[config.mk]
export PLATFORM = sky130hd
export DESIGN_NAME = cosim_sync_scoreboard
export DESIGN_NICKNAME = d
export VERILOG_FILES = /design/src/rtl/cosim_sync_scoreboard.sv
export SDC_FILE = /design/constraint.sdc
export NUM_CORES = 1
export LEC_CHECK = 0
export BUFFER_PORTS_ARGS = -buffer_cell sky130_fd_sc_hd__clkbuf_2
export CELL_PAD_IN_SITES_DETAIL_PLACEMENT = 2
export CELL_PAD_IN_SITES_GLOBAL_PLACEMENT = 2
export CORE_MARGIN = 2
export CORE_UTILIZATION = 33
export DETAILED_ROUTE_END_ITERATION = 10
export PLACE_DENSITY = 0.71
export SYNTH_ARGS = -nofsm -noshare
export SYNTH_HDL_FRONTEND = slang
export SYNTH_SLANG_ARGS = --single-unit
[constraint.sdc]
create_clock -name CLK -period 2.8 [get_ports CLK]
set_input_delay 0.28 -clock CLK [delete_from_list [all_inputs] [get_ports CLK]]
set_output_delay 0.28 -clock CLK [all_outputs]
set_load 0.005 [all_outputs]
[src/rtl/cosim_sync_scoreboard.sv]
// In-order pairwise comparator for a gold result stream and a DUT result stream.
// Each stream is buffered in its own FIFO; heads are popped and compared together.
module cosim_sync_scoreboard #(
    parameter int W           = 7,
    parameter int DEPTH       = 4,
    parameter int CW          = 16,
    parameter int TIMEOUT     = 64,
    parameter int HALT_ON_ERR = 0
) (
    input  logic          CLK,
    input  logic          RESET,
    input  logic          gold_valid,
    output logic          gold_ready,
    input  logic [W-1:0]  gold_data,
    input  logic          dut_valid,
    output logic          dut_ready,
    input  logic [W-1:0]  dut_data,
    output logic          cmp_valid,
    output logic          cmp_match,
    output logic [CW-1:0] match_count,
    output logic [CW-1:0] mismatch_count,
    output logic          err_flag,
    output logic [W-1:0]  first_err_gold,
    output logic [W-1:0]  first_err_dut,
    output logic          timeout_flag,
    output logic          halted
);

    localparam int          AW         = $clog2(DEPTH);
    localparam logic [15:0] TO_LIMIT   = 16'(TIMEOUT);
    localparam bit          HALT_EN    = (HALT_ON_ERR != 0);

    typedef enum logic {RUN, HALTED} state_t;

    state_t state, state_next;

    logic          started;
    logic [W-1:0]  gold_mem [DEPTH];
    logic [W-1:0]  dut_mem  [DEPTH];
    logic [AW:0]   gold_wr, gold_rd, dut_wr, dut_rd;
    logic          gold_empty, gold_full, dut_empty, dut_full;
    logic          gold_push, dut_push, do_cmp, is_match, one_pending;
    logic [W-1:0]  gold_head, dut_head;
    logic [15:0]   to_cnt;

    assign gold_empty = (gold_wr == gold_rd);
    assign dut_empty  = (dut_wr == dut_rd);
    assign gold_full  = (gold_wr[AW-1:0] == gold_rd[AW-1:0]) && (gold_wr[AW] != gold_rd[AW]);
    assign dut_full   = (dut_wr[AW-1:0] == dut_rd[AW-1:0]) && (dut_wr[AW] != dut_rd[AW]);

    // Readies stay low until the first edge after reset releases.
    assign gold_ready = started && !gold_full && (state == RUN);
    assign dut_ready  = started && !dut_full && (state == RUN);
    assign gold_push  = gold_valid && gold_ready;
    assign dut_push   = dut_valid && dut_ready;

    assign gold_head   = gold_mem[gold_rd[AW-1:0]];
    assign dut_head    = dut_mem[dut_rd[AW-1:0]];
    assign do_cmp      = !gold_empty && !dut_empty && (state == RUN);
    assign is_match    = (gold_head == dut_head);
    assign one_pending = (gold_empty != dut_empty) && (state == RUN);
    assign halted      = (state == HALTED);

    always_ff @(posedge CLK) begin
        if (gold_push) gold_mem[gold_wr[AW-1:0]] <= gold_data;
        if (dut_push)  dut_mem[dut_wr[AW-1:0]]   <= dut_data;
    end

    always_ff @(posedge CLK or posedge RESET) begin
        if (RESET) begin
            started <= 1'b0;
            gold_wr <= '0;
            gold_rd <= '0;
            dut_wr  <= '0;
            dut_rd  <= '0;
        end else begin
            started <= 1'b1;
            if (gold_push) gold_wr <= gold_wr + 1'b1;
            if (dut_push)  dut_wr  <= dut_wr + 1'b1;
            if (do_cmp) begin
                gold_rd <= gold_rd + 1'b1;
                dut_rd  <= dut_rd + 1'b1;
            end
        end
    end

    always_ff @(posedge CLK or posedge RESET) begin
        if (RESET) state <= RUN;
        else       state <= state_next;
    end

    always_comb begin
        state_next = state;
        if (state == RUN && do_cmp && !is_match && HALT_EN)
            state_next = HALTED;
    end

    // Counters saturate rather than wrap so a long run never reads back as clean.
    always_ff @(posedge CLK or posedge RESET) begin
        if (RESET) begin
            cmp_valid      <= 1'b0;
            cmp_match      <= 1'b0;
            match_count    <= '0;
            mismatch_count <= '0;
            err_flag       <= 1'b0;
            first_err_gold <= '0;
            first_err_dut  <= '0;
        end else begin
            cmp_valid <= do_cmp;
            cmp_match <= do_cmp && is_match;
            if (do_cmp) begin
                if (is_match) begin
                    if (match_count != '1) match_count <= match_count + 1'b1;
                end else begin
                    if (mismatch_count != '1) mismatch_count <= mismatch_count + 1'b1;
                    if (!err_flag) begin
                        err_flag       <= 1'b1;
                        first_err_gold <= gold_head;
                        first_err_dut  <= dut_head;
                    end
                end
            end
        end
    end

    always_ff @(posedge CLK or posedge RESET) begin
        if (RESET) begin
            to_cnt       <= '0;
            timeout_flag <= 1'b0;
        end else if (do_cmp || (gold_empty && dut_empty)) begin
            to_cnt <= '0;
        end else if (one_pending && to_cnt != TO_LIMIT) begin
            to_cnt <= to_cnt + 16'd1;
            if (to_cnt + 16'd1 == TO_LIMIT) timeout_flag <= 1'b1;
        end
    end

endmodule

==> metrics.txt <==
# TYPE chip_impl_metric gauge
chip_impl_metric{name="setup_viol",unit=""} 0
chip_impl_metric{name="insertedDiodeCount",unit=""} 0
chip_impl_metric{name="vias_in_the_first_global_route",unit=""} 4458
chip_impl_metric{name="deepest_clock_path_buffer_count",unit=""} 2
chip_impl_metric{name="fraction_of_the_mapped_netlist_area_in_adder_cells",unit="%"} 3.07
chip_impl_metric{name="synth_compound_area_share",unit="%"} 2.33
chip_impl_metric{name="avgRoutedWirePerCell",unit="µm"} 19.9
chip_impl_metric{name="max_freq",unit="MHz"} 379
chip_impl_metric{name="die_w",unit="µm"} 140
chip_impl_metric{name="grt-ovfl-total",unit=""} 0
chip_impl_metric{name="synth-xor-area-share",unit="%"} 9.16
chip_impl_metric{name="place.gp.congestion",unit=""} 0.759
chip_impl_info{name="outcome",value="complete, but fails checks"} 1
chip_impl_metric{name="synth.yosys.seq_area_share",unit="%"} 59.8
chip_impl_metric{name="slew_headroom",unit="%"} 48.5
chip_impl_info{name="clock-root-buffer",value="sky130_fd_sc_hd__clkbuf_16"} 1
chip_impl_metric{name="dp_hpwl",unit="µm"} 11100
chip_impl_metric{name="pre_cts_ws",unit="ns"} -0.0730
chip_impl_metric{name="placeableCoreArea",unit="µm²"} 18100
chip_impl_metric{name="number_of_standard_cells_after_synthesis",unit=""} 441
chip_impl_metric{name="postSynthNetCount",unit=""} 474
chip_impl_metric{name="critical_path.max_stage_delay",unit="ns"} 0.53
chip_impl_metric{name="cp.required",unit="ns"} 3.15
chip_impl_metric{name="post_synth_instance_area",unit="µm²"} 6120
chip_impl_metric{name="cellInternalPower",unit="mW"} 4.90
chip_impl_metric{name="power_leakage",unit="nW"} 3.12
chip_impl_info{name="synth.top_cells.by_area",value="sky130_fd_sc_hd__dfrtp_1 (32%), sky130_fd_sc_hd__edfxtp_1 (27%), sky130_fd_sc_hd__mux4_2 (5.2%), sky130_fd_sc_hd__xnor2_1 (4.6%), sky130_fd_sc_hd__xor2_1 (4.6%)"} 1
chip_impl_metric{name="crit_arrival",unit="ns"} 2.99
chip_impl_metric{name="switching_share",unit="%"} 34.8
chip_impl_metric{name="timing.final.crit_period",unit="ns"} 2.64
chip_impl_metric{name="die_footprint",unit="µm²"} 19600
chip_impl_metric{name="clk_pin_slew_worst_paths",unit="ns"} 0.07
chip_impl_metric{name="crit_fanout",unit=""} 12
chip_impl_metric{name="fp.dieH",unit="µm"} 140
chip_impl_metric{name="post_synth_and_or_nand_nor_area_fraction",unit="%"} 13.5
chip_impl_metric{name="final.setup_skew",unit="ns"} 0.00897
chip_impl_metric{name="insertion_delay",unit="ns"} 0.43
chip_impl_metric{name="placement.io_buffers",unit=""} 69
chip_impl_info{name="chain_of_cells_forming_the_critical_path",value="buf_4 -> mux4_2 -> xor2_1 -> nor3_4 -> nand2_2 -> buf_4 -> nor3_1 -> xor2_1"} 1
chip_impl_metric{name="fin_nets",unit=""} 562
chip_impl_metric{name="start_util",unit="%"} 33.8
chip_impl_metric{name="portion_of_synthesized_cell_area_occupied_by_the_leading_cell_type",unit="%"} 32.3
chip_impl_info{name="holdCritPathClass",value="primary input to register"} 1
chip_impl_info{name="most-common-layout-cells",value="sky130_fd_sc_hd__dfrtp_1 (78), sky130_fd_sc_hd__clkbuf_2 (69), sky130_fd_sc_hd__edfxtp_1 (56), sky130_fd_sc_hd__xnor2_1 (32), sky130_fd_sc_hd__xor2_1 (32)"} 1
chip_impl_metric{name="postRouteWirelength",unit="µm"} 15300
chip_impl_metric{name="hold_viol_final",unit=""} 0
chip_impl_metric{name="ant_nets",unit=""} 0
chip_impl_metric{name="final_area",unit="µm²"} 7430
chip_impl_metric{name="timing.setup.tns",unit="ns"} 0
chip_impl_info{name="rsz_0062_raised_after_global_routing",value="yes"} 1
chip_impl_metric{name="synth_cell_types",unit=""} 47
chip_impl_metric{name="combPwrFrac",unit="%"} 31.1
chip_impl_info{name="start_kind",value="register"} 1
chip_impl_metric{name="avg_vias_per_cell",unit=""} 5.07
chip_impl_metric{name="flops_latches_synth",unit=""} 135
chip_impl_info{name="critical_path_class",value="register to register"} 1
chip_impl_metric{name="detail_route.drc_violations",unit=""} 6
chip_impl_info{name="critical-path-slowest-cell",value="sky130_fd_sc_hd__mux4_2"} 1
chip_impl_metric{name="fin_ws",unit="ns"} 0.160
chip_impl_metric{name="drive_above_1_share",unit="%"} 30.1
chip_impl_metric{name="final_slew_viol_count",unit=""} 0
chip_impl_metric{name="timing.final.crit_share",unit="%"} 94.3
chip_impl_metric{name="rows",unit=""} 49
chip_impl_metric{name="grt_antenna_before_repair",unit=""} 0
chip_impl_metric{name="worst_ir_drop_vdd",unit="mV"} 0.471
chip_impl_metric{name="sequentialPowerShare",unit="%"} 37.9
chip_impl_metric{name="flow.area_growth_from_synthesis",unit="%"} 21.3
chip_impl_metric{name="async_reset_ff_share",unit="%"} 58.5
chip_impl_metric{name="io-pin-count",unit=""} 71
chip_impl_info{name="ys.flop_type",value="sky130_fd_sc_hd__dfrtp_1"} 1
chip_impl_info{name="final_common_cell",value="sky130_fd_sc_hd__dfrtp_1"} 1
chip_impl_metric{name="measured_slew_at_the_worst_slew_check_pin",unit="ns"} 0.772
chip_impl_info{name="crit_path_end_kind",value="register"} 1
chip_impl_metric{name="net-switching-power",unit="mW"} 2.61
chip_impl_metric{name="max-cap-violations",unit=""} 0
chip_impl_metric{name="part_of_the_total_power_dissipated_in_the_clock_network",unit="%"} 31.0
chip_impl_metric{name="cell_area_power_density",unit="nW/µm²"} 1010
chip_impl_metric{name="clock-sinks",unit=""} 135
chip_impl_info{name="violations",value="design-rule violations"} 1
chip_impl_metric{name="synth.yosys.warnings",unit=""} 0
chip_impl_info{name="synth_top_cell_by_area",value="sky130_fd_sc_hd__dfrtp_1"} 1
chip_impl_metric{name="post_dp_cell_area",unit="µm²"} 6790
chip_impl_info{name="critical-path-top-delay-family",value="simple AND/OR/NAND/NOR gates"} 1
chip_impl_info{name="synth_top_family_by_area",value="simple AND/OR/NAND/NOR gates"} 1
chip_impl_metric{name="detailroute.via_count",unit=""} 3912
chip_impl_metric{name="dr.first_iter.drc_count",unit=""} 151
chip_impl_metric{name="grt_max_degree",unit=""} 41
chip_impl_metric{name="syn-mean-instance-area",unit="µm²"} 13.9
chip_impl_metric{name="synth_mux_area_share",unit="%"} 9.69
chip_impl_metric{name="firstDrtPassIters",unit=""} 10
chip_impl_metric{name="cp_num_buf_inv",unit=""} 2
chip_impl_metric{name="cts_inserted_buffers",unit=""} 17
chip_impl_metric{name="grt_first_pass_wirelength",unit="µm"} 25300
chip_impl_metric{name="overall_global_routing_usage",unit="%"} 16.8
chip_impl_metric{name="synth-edff-count",unit=""} 56
chip_impl_metric{name="cts-htree-levels",unit=""} 4
chip_impl_info{name="cts_tree",value="yes"} 1
==> area by class of cell <==
class	instances	area [µm²]
well taps	229	287
clock buffers	17	425
flip-flops and latches	135	3660
multi-input cells	277	2320
fillers	1792	10700
inverters	15	57.6
repair buffers	83	490
clock inverters	15	183
==> worst register-to-register path, stage by stage (launching register included) <==
cell	delay, ns
sky130_fd_sc_hd__dfrtp_2	0.45
sky130_fd_sc_hd__buf_4	0.21
sky130_fd_sc_hd__mux4_2	0.53
sky130_fd_sc_hd__xor2_1	0.20
sky130_fd_sc_hd__nor3_4	0.33
sky130_fd_sc_hd__nand2_2	0.24
sky130_fd_sc_hd__buf_4	0.23
sky130_fd_sc_hd__nor3_1	0.21
sky130_fd_sc_hd__xor2_1	0.16
==> registers in the layout, indices dropped and copies added (netlist names) <==
register        flops
dut_wr              3
first_err_dut       7
gold_wr             3
match_count        16
gold_mem           28
cmp_match           1
to_cnt             16
err_flag            1
first_err_gold      7
mismatch_count     16
timeout_flag        1
cmp_valid           1
gold_rd             3
dut_rd              3
dut_mem            28
started             1
==> final timing paths <==
check	start	cells past startpoint	end	slack, ns
max reg2reg	dut_rd[0]	8	match_count[12]	0.16
min in group asynchronous	RESET	3	to_cnt[8]	0.51
max	dut_rd[0]	8	match_count[12]	0.16
min reg2reg	timeout_flag	2	timeout_flag	0.48
max in group asynchronous	RESET	4	dut_rd[0]	1.59
min	gold_data[2]	1	gold_mem[1][2]	0.07
==> stage by stage <==
step	power, mW	utilization, %	hold WS, ns	cells
floorplan	4.31	-	0.379	441
global placement	5.03	37.6	0.410	737
detailed placement	5.20	37.6	0.422	737
CTS	7.62	41.1	0.0596	771
global route	7.94	41.1	0.0686	771
finish	7.52	41.1	0.0708	771
==> timing repair <==
item                                   CTS  global route
gates resized for setup                  1             1
setup endpoints to repair                5             9
pin swaps                                1             0
hold buffers                             1             0
setup buffers                            1             0
endpoints found under the hold margin   38             0
==> kinds of logic after synthesis <==
family	count (synthesis)
AO/OA/AOI/OAI	21
XOR/XNOR	64
adder cells (fa/ha/maj)	15
buffers and inverters	29
flip-flops	135
multiplexers	35
other	2
AND/OR/NAND/NOR	140
==> power groups by stage <==
stage | clock network (mW) | logic [mW] | registers (mW)
after global placement | 0 | 2.17 | 2.86
after global routing | 2.46 | 2.57 | 2.90
after detailed placement | 0 | 2.31 | 2.89
after floorplan | 0 | 1.60 | 2.71
after CTS | 2.38 | 2.39 | 2.86
final | 2.33 | 2.34 | 2.85
==> layer usage <==
layer	track usage, %	vias up	part of all wire (%)
li1	-	1779	-
met1	21.2	2049	44
met2	29.2	69	52
met3	4.00	15	3.5
met4	4.25	0	0.76
met5	0	-	0
==> cells in the mapped netlist, drive strengths merged (4+ instances only) <==
master,number
xnor2,32
ha,15
edfxtp,56
xor2,32
clkbuf,8
or3,6
nor2,24
nor3,10
buf,6
nor4,8
dfrtp,79
mux4,14
mux2,21
and2,4
nand4,20
a21oi,6
and3,20
inv,15
a21boi,4
nand3,18
and4,5
nand2,18
No activity file was read; power rests on OpenSTA's default activity.
